## src/rtl/uart_tx_arbiter.sv

```systemverilog
// ---------------------------------------------------------------------------
// uart_tx_arbiter
//
// Purpose:
//   Shares a single UartTx between NUM_REQ byte producers using round-robin
//   arbitration. The arbiter owns the transmitter's write/data inputs and
//   sequences every write by watching busy: first busy must rise (start),
//   then it must fall (completion). If busy never rises after a write, a
//   watchdog abandons the write so the arbiter cannot lock up.
//
// Ports:
//   clock_i        system clock, everything on the rising edge
//   reset_i        synchronous, active-high reset
//   req_valid_i    per-requester "byte pending" flags, held until acked
//   req_data_i     byte of requester k at bits [8k+7:8k]
//   req_ack_o      one-cycle pulse, byte of requester k has been captured
//   tx_write_o     one-cycle write strobe to UartTx
//   tx_data_o      byte to UartTx, stable from grant until back in IDLE
//   tx_busy_i      busy flag from UartTx
//   grant_o        one-hot current owner, zero when idle
//   grant_index_o  binary index of the last/current owner
//   active_o       high whenever the arbiter is not idle
//   timeout_o      one-cycle pulse when a write is abandoned
// ---------------------------------------------------------------------------
module uart_tx_arbiter #(
  parameter int NUM_REQ       = 4,
  parameter int START_TIMEOUT = 16,
  parameter int TIMEOUT_WIDTH = 8,
  parameter int IDX_WIDTH     = 2
) (
  input  logic                   clock_i,
  input  logic                   reset_i,
  input  logic [NUM_REQ-1:0]     req_valid_i,
  input  logic [8*NUM_REQ-1:0]   req_data_i,
  output logic [NUM_REQ-1:0]     req_ack_o,
  output logic                   tx_write_o,
  output logic [7:0]             tx_data_o,
  input  logic                   tx_busy_i,
  output logic [NUM_REQ-1:0]     grant_o,
  output logic [IDX_WIDTH-1:0]   grant_index_o,
  output logic                   active_o,
  output logic                   timeout_o
);

  localparam logic [1:0] ST_IDLE      = 2'd0;
  localparam logic [1:0] ST_WRITE     = 2'd1;
  localparam logic [1:0] ST_WAIT_BUSY = 2'd2;
  localparam logic [1:0] ST_WAIT_DONE = 2'd3;

  logic [1:0]               r_state;
  logic [NUM_REQ-1:0]       r_ack;
  logic                     r_write;
  logic [7:0]               r_data;
  logic [NUM_REQ-1:0]       r_grant;
  logic [IDX_WIDTH-1:0]     r_grantIndex;
  logic [IDX_WIDTH-1:0]     r_lastGrant;
  logic                     r_active;
  logic                     r_timeout;
  logic [TIMEOUT_WIDTH-1:0] r_count;

  logic                     w_found;
  logic [IDX_WIDTH-1:0]     w_winIdx;
  logic [7:0]               w_winData;

  // Round-robin winner search. The first pass picks the lowest valid index
  // overall, which is the answer when the search has to wrap around. The
  // second pass overrides it with the lowest valid index strictly above the
  // last grant, if one exists. Both loops run downward so that the final
  // assignment in each pass is the lowest qualifying index.
  always_comb begin
    w_found   = 1'b0;
    w_winIdx  = '0;
    w_winData = '0;
    for (int k = NUM_REQ - 1; k >= 0; k--) begin
      if (req_valid_i[k]) begin
        w_found   = 1'b1;
        w_winIdx  = IDX_WIDTH'(k);
        w_winData = req_data_i[8*k +: 8];
      end
    end
    for (int k = NUM_REQ - 1; k >= 0; k--) begin
      if (req_valid_i[k] && (k > int'(r_lastGrant))) begin
        w_found   = 1'b1;
        w_winIdx  = IDX_WIDTH'(k);
        w_winData = req_data_i[8*k +: 8];
      end
    end
  end

  // Main sequencer. Strobes (ack, write, timeout) default low every cycle so
  // they are single-cycle pulses. tx_data and grant_index are left untouched
  // on the way back to IDLE so they keep describing the last transfer.
  // last_grant resets to NUM_REQ-1 so requester 0 is favoured first.
  always_ff @(posedge clock_i) begin
    if (reset_i) begin
      r_state      <= ST_IDLE;
      r_ack        <= '0;
      r_write      <= 1'b0;
      r_data       <= '0;
      r_grant      <= '0;
      r_grantIndex <= '0;
      r_lastGrant  <= IDX_WIDTH'(NUM_REQ - 1);
      r_active     <= 1'b0;
      r_timeout    <= 1'b0;
      r_count      <= '0;
    end else begin
      r_ack     <= '0;
      r_write   <= 1'b0;
      r_timeout <= 1'b0;
      case (r_state)
        ST_IDLE: begin
          if (w_found && !tx_busy_i) begin
            r_state      <= ST_WRITE;
            r_write      <= 1'b1;
            r_data       <= w_winData;
            r_ack        <= NUM_REQ'(1) << w_winIdx;
            r_grant      <= NUM_REQ'(1) << w_winIdx;
            r_grantIndex <= w_winIdx;
            r_lastGrant  <= w_winIdx;
            r_active     <= 1'b1;
          end
        end
        ST_WRITE: begin
          r_state <= ST_WAIT_BUSY;
          r_count <= '0;
        end
        ST_WAIT_BUSY: begin
          // A transmitter that never raises busy would stall us forever;
          // after START_TIMEOUT quiet cycles the byte is dropped. It is not
          // re-requested because the requester was already acked.
          if (tx_busy_i) begin
            r_state <= ST_WAIT_DONE;
          end else if (r_count == TIMEOUT_WIDTH'(START_TIMEOUT - 1)) begin
            r_state   <= ST_IDLE;
            r_timeout <= 1'b1;
            r_grant   <= '0;
            r_active  <= 1'b0;
          end else begin
            r_count <= r_count + TIMEOUT_WIDTH'(1);
          end
        end
        ST_WAIT_DONE: begin
          if (!tx_busy_i) begin
            r_state  <= ST_IDLE;
            r_grant  <= '0;
            r_active <= 1'b0;
          end
        end
        default: begin
          r_state <= ST_IDLE;
        end
      endcase
    end
  end

  assign req_ack_o     = r_ack;
  assign tx_write_o    = r_write;
  assign tx_data_o     = r_data;
  assign grant_o       = r_grant;
  assign grant_index_o = r_grantIndex;
  assign active_o      = r_active;
  assign timeout_o     = r_timeout;

endmodule

```

## config.mk

```make
export PLATFORM = sky130hd
export DESIGN_NAME = uart_tx_arbiter
export DESIGN_NICKNAME = d
export VERILOG_FILES = /design/src/rtl/uart_tx_arbiter.sv
export SDC_FILE = /design/constraint.sdc
export NUM_CORES = 1
export LEC_CHECK = 0
export ABC_AREA = 1
export BUFFER_PORTS_ARGS = -buffer_cell sky130_fd_sc_hd__buf_2
export CORE_MARGIN = 1.5
export CORE_UTILIZATION = 30
export CTS_BUF_LIST = sky130_fd_sc_hd__clkbuf_8
export DETAILED_ROUTE_END_ITERATION = 8
export SYNTH_ARGS = -nofsm -noshare
export SYNTH_HDL_FRONTEND = slang
export SYNTH_SLANG_ARGS = --single-unit
```

## constraint.sdc

```tcl
create_clock -name clock_i -period 2.5 [get_ports clock_i]
set_input_delay 0.625 -clock clock_i [delete_from_list [all_inputs] [get_ports clock_i]]
set_output_delay 0.625 -clock clock_i [all_outputs]
set_load 0.05 [all_outputs]
```

## After elaboration in Yosys (flattened, before gate mapping)

Index checks and enable logic that the tools add are counted.

| word-level totals | value |
|---|---|
| bits of input ports | 39 |
| bits in registers | 33 |
| output and inout bits | 21 |
| word-level logic and storage cells | 84 |

| cells by class | value |
|---|---|
| magnitude comparators | 3 |
| muxes and demuxes | 41 |
| equal/unequal tests | 10 |
| reductions and logical operators | 15 |
| shifts and indexed selects | 1 |
| bitwise gates (word level) | 3 |
| add/subtract/negate cells | 1 |

Operator list:

| operator | count |
|---|---|
| 8-bit 2-to-1 mux | 9 |
| 2-bit 2-to-1 mux | 11 |
| 4-bit 2-to-1 mux | 4 |
| 8-bit case mux with 2 select lines | 1 |
| 1-bit 2-to-1 mux | 13 |
| 4-bit case mux with 3 select lines | 1 |
| 2-bit != test (second input constant) | 5 |
| 8-bit by 1-bit adder with 8-bit output (second input constant) | 1 |
| 8-bit by 4-bit equality test with 1-bit output (second input constant) | 1 |
| 2-bit case mux with 4 select lines | 1 |
| 3-bit AND reduction | 2 |
| 3-bit OR reduction | 2 |
| 5-bit AND reduction | 1 |
| 2-bit equality test (second input constant) | 2 |
| 2-bit > comparator (first input constant) | 2 |
| 1-bit logical AND | 4 |
| 1-bit by 2-bit << shifter with 4-bit output (first input constant) | 1 |
| 3-bit != test (second input constant) | 1 |
| 1-bit inverter | 3 |
| 1-bit case mux with 3 select lines | 1 |
| 3-bit nonzero test | 1 |
| 2-bit by 1-bit equality test with 1-bit output (second input constant) | 1 |
| 1-bit by 2-bit > comparator with 1-bit output (first input constant) | 1 |
| 2-bit zero test | 1 |
| other kinds (4) | 4 |

## Logic depth before layout (Yosys ltp)

| depth | value |
|---|---|
| depth after elaboration | 10 |
| gate-level depth with buffers | 12 |
| depth with buffers taken out | 11 |

## Worst setup path after synthesis

No wires, ideal clock.

| timing path | value |
|---|---|
| path type | input -> register |
| start point | in req_valid_i[3] |
| end point | reg r_grant[1], in the netlist grant_o[1] |
| library setup time | 0.128 ns |
| buffers on the path | 1 |
| setup slack | 0.862 ns |
| stages | 11 |
| required time | 2.372 ns |
| data arrival time | 1.510 ns |
| path through | buf_6 -> inv_4 -> a21oi_4 -> inv_4 -> nand2_4 -> inv_2 -> nand2_2 -> nand2_2 -> nand2_1 -> o21a_1 -> nor2_1 |

| between the ends | value |
|---|---|
| longest elaborated chain between the ends | 10 |
| elaborated cells between the ends (all ways) | 21 |
| those cells by class | eq/ne (1); shift (1); mux (16); reduce/logical (3) |

RTL lines:

| item | line | RTL |
|---|---|---|
| start: declaration | 33 | `input logic [NUM_REQ-1:0] req_valid_i,` |
| 2-bit 2-to-1 mux / 1-bit 2-to-1 mux (equally long branches) (4 in series) | 75 | `if (req_valid_i[k]) begin` |
| 2-bit 2-to-1 mux / 1-bit 2-to-1 mux (equally long branches) (3 in series) | 82 | `if (req_valid_i[k] && (k > int'(r_lastGrant))) begin` |
| 1-bit by 2-bit << shifter with 4-bit output / 1-bit logical AND (equally long branches) | 117, 112 |  |
| 4-bit 2-to-1 mux / 2-bit != test (equally long branches) | -- |  |
| 4-bit case mux with 3 select lines / 5-bit AND reduction (equally long branches) | -- |  |
| end signal: assignment | 117 | `r_grant <= NUM_REQ'(1) << w_winIdx;` |
| end: declaration | 54 | `logic [NUM_REQ-1:0] r_grant;` |

Several ways; a longest one is shown, not always the timed one. The select of a mux whose other input is x is not followed.
A chain may end at the register's enable or synchronous reset.

## Final worst setup path

| timing path | value |
|---|---|
| start point | reg r_state[0] |
| end point | reg r_count[4] |

| between the ends | value |
|---|---|
| longest elaborated chain between the ends | 3 |
| elaborated cells between the ends (all ways) | 7 |
| those cells by class | eq/ne (4); mux (1); reduce/logical (2) |

RTL lines:

| item | line | RTL |
|---|---|---|
| start: declaration | 50 | `logic [1:0] r_state;` |
| start signal: assignment | 96 | `r_state <= ST_IDLE;` |
| start signal: assignment | 113 | `r_state <= ST_WRITE;` |
| start signal: assignment | 124 | `r_state <= ST_WAIT_BUSY;` |
| 2-bit equality test / 2-bit by 1-bit equality test with 1-bit output (equally long branches) | 110 | `case (r_state)` |
| 2-bit != test (no line) / 2-bit nonzero test (equally long branches) | -- |  |
| 3-bit AND reduction (no line) | -- |  |
| end signal: assignment | 139 | `r_count <= r_count + TIMEOUT_WIDTH'(1);` |
| end: declaration | 59 | `logic [TIMEOUT_WIDTH-1:0] r_count;` |

Several ways; a longest one is shown, not always the timed one.

==> metrics <==
Largest stage delay, worst path=0.35 ns; Sw Share=41.6%; Avg WL per Cell=10.7 um; reg2reg setup slack=0.62 ns; vias in the first global route=2069; Port Buffers=59; Worst-path clk slew=0.07 ns; Final setup viols=0; setup_tns=0 ns; max_slew headroom=68.2%; maximum VDD drop=0.000264 V; cts hold-fix bufs=0; slowest stage cell, crit path=dfxtp_1; grt total ovfl=0; Crit Path Max Fanout=10; metal3 WL=240 um; I/O pins=60; fin nets=452; CP Buf/Inv Count=3; H-Tree Depth=2; Critical Path Source Type=register; All-Layer GR Usage=14.9%; Sink Count=33; Die Area=7770 sq um; crit path launch=r_state[0]; Crit path arrival time=2.04 ns; Cell variety after synth=32; Cell Pwr Density=690 nW/um^2; Crit Path Category=reg -> reg; initial antenna violation count=0; Tcrit/Tclk final=75.1%; Fill cells=782; #FFs+latches synth=33; synth warn=0; core area=6910 sq um; CP endpoint=r_count[4]; largest net degree at the start of global routing=26; RSZ-0062 raised after global routing=false; Leak=1.32 nW; CTS Root Buffer Type=clkbuf_8; routed wire length=5.37 mm; area leader, netlist=dfxtp_1; worst min path class=reg -> reg; drc violations=0; routed vias/inst=4.58; Fmax=533 MHz; Mapped Area=2170 sq um; Async SR Flop Fraction=0%; Cell Chain, Critical Path=inv_1, ha_1, nand2_1, a31oi_1, inv_2, nand2_2, inv_2, nand2_1, a21oi_1; first-pass GRT wire length=9.05 mm; Area contributors post-synth=dfxtp_1 30%, nand2_1 22%, a21oi_1 7.4%; clock skew=0.00690 ns; share of layout cells above drive strength 1=23.0%; Synth top cells by count=126 x nand2_1, 33 x dfxtp_1, 32 x a21oi_1, 32 x nor2_1, 26 x inv_1; CP top delay family=compound AO/OA/AOI/OAI gates; cts bufs inserted=5; Mapped Cells=353; DP Wirelength=4.29 mm; # diodes=0; met2 WL=2.47 mm; Initial Util=31.5%; latest clock arrival within the worst-skew pair=0.29 ns; CP Depth=9; CTS tree=done; DP Worst Slack=0.453 ns; Final Worst Setup Slack=0.622 ns; Pre-antenna DRT Iters=4; Worst-Margin Slew=0.477 ns; Seq pwr share=34.9%; Routed Antenna Nets=0; Psw=0.000752 W; ys flop type=dfxtp_1; Internal Power=0.00106 W; most frequent cell after synthesis=nand2_1; Required @ worst endpoint=2.66 ns; Row Count=30; Die Y=88.1 um; Post-Syn Nets=398; post-cts resize count=0; Synth Area per Inst=6.16 sq um; worst reg2reg startpoint=r_state[0]; routability cong.=0.930; clock share of power=24.3%; status=completed; first-iteration detailed-routing DRC count=96; Post-synth EDFFs=0; Area Overhead vs Synth=20.7%; Top Metal Used=met4; sequential area share after synthesis=30.4%; min cycle time layout=1.88 ns; Final Hold Vio Count=0; crit end category=register; FF-to-FF path depth=9; Logic pwr share=40.8%; Yosys top cell area share=30.4%; chip width=88.1 um; max-slew violations=0; Max clock buf depth=2; worst reg2reg path endpoint=r_count[4]; met1 WL=2.55 mm; total of max-cap violations=0; vias=2307; postcts setup bufs=0
[cells by family after synthesis]
logic type	Yosys count	synth area share, %
xor gates and xnor gates	1	0.403
and+or+nand+nor	213	42.3
buffers and inverters	50	10.0
AOI/OAI and AO/OA	50	13.4
adders and majority gates	6	3.45
DFF	33	30.4
[routing by layer]
| metal | track usage [%] | vias to the layer above |
|---|---|---|
| met2 | 25.3 | 63 |
| met5 | 0 | - |
| met4 | 7.24 | 0 |
| met3 | 2.07 | 8 |
| li1 | - | 1218 |
| met1 | 18.3 | 1018 |
[worst min path at each step]
stage                       from           end  slack, ns  cells after the start
floorplan             r_count[1]    r_count[1]       0.46                      2
global placement        active_o      active_o       0.45                      2
detailed placement      active_o      active_o       0.45                      2
CTS                     active_o      active_o       0.46                      2
global route        tx_data_o[4]  tx_data_o[4]       0.49                      2
finish                grant_o[0]    grant_o[0]       0.47                      2
[stage by stage]
| step | hold WS, ns | cells | util, % | cell area [sq um] | power, W |
|---|---|---|---|---|---|
| floorplan | 0.456 | 353 | - | 2170 | 0.00122 |
| global placement | 0.453 | 496 | 36.5 | 2520 | 0.00138 |
| detailed placement | 0.453 | 496 | 36.5 | 2520 | 0.00139 |
| CTS | 0.464 | 504 | 38.0 | 2630 | 0.00183 |
| global route | 0.489 | 504 | 38.0 | 2630 | 0.00195 |
| finish | 0.466 | 504 | 38.0 | 2630 | 0.00181 |
[flip-flops by register name (all words and copies together), names as in the netlist]
signal         cells
active_o           1
grant_index_o      2
grant_o            4
r_count            8
r_lastGrant        2
r_state            2
req_ack_o          4
timeout_o          1
tx_data_o          8
tx_write_o         1
[layout by cell type, fill, tap and decap left out, types with 3 or more instances in the layout]
| cell | instances |
|---|---|
| dfxtp_1 | 33 |
| nor3_1 | 4 |
| ha_1 | 6 |
| nand2_1 | 126 |
| o21ai_1 | 3 |
| buf_2 | 59 |
| nand3_1 | 20 |
| clkbuf_8 | 7 |
| a21oi_1 | 32 |
| nor2_1 | 32 |
| or2_1 | 11 |
| inv_1 | 26 |
| nand4_1 | 4 |
| a31oi_1 | 3 |
| inv_2 | 8 |
| nand2_2 | 7 |
| o21ai_0 | 4 |
[worst reg2reg max path, cell delays in order, from the launching register on]
cell and delay, ns:
dfxtp_1 0.35, inv_1 0.12, ha_1 0.33, nand2_1 0.14, a31oi_1 0.35, inv_2 0.06, nand2_2 0.18, inv_2 0.10
nand2_1 0.06, a21oi_1 0.06
[area by class of cell]
class | count | area, sq um | area share, %
clock inverters | 1 | 5.00 | 0.191
multi-input cells | 270 | 1300 | 49.4
flip-flops and latches | 33 | 661 | 25.2
clock buffers | 7 | 96.3 | 3.67
well taps | 96 | 120 | 4.58
inverters | 37 | 144 | 5.48
repair buffers | 60 | 303 | 11.5
[power groups by stage]
stage | clock [W] | combinational [W] | sequential [W]
after floorplan | 0 | 0.000419 | 0.000799
after global placement | 0 | 0.000742 | 0.000643
after detailed placement | 0 | 0.000743 | 0.000643
after CTS | 0.000455 | 0.000744 | 0.000633
after global routing | 0.000482 | 0.000831 | 0.000641
final | 0.000440 | 0.000738 | 0.000633
Power figures use the tool's default switching activity.
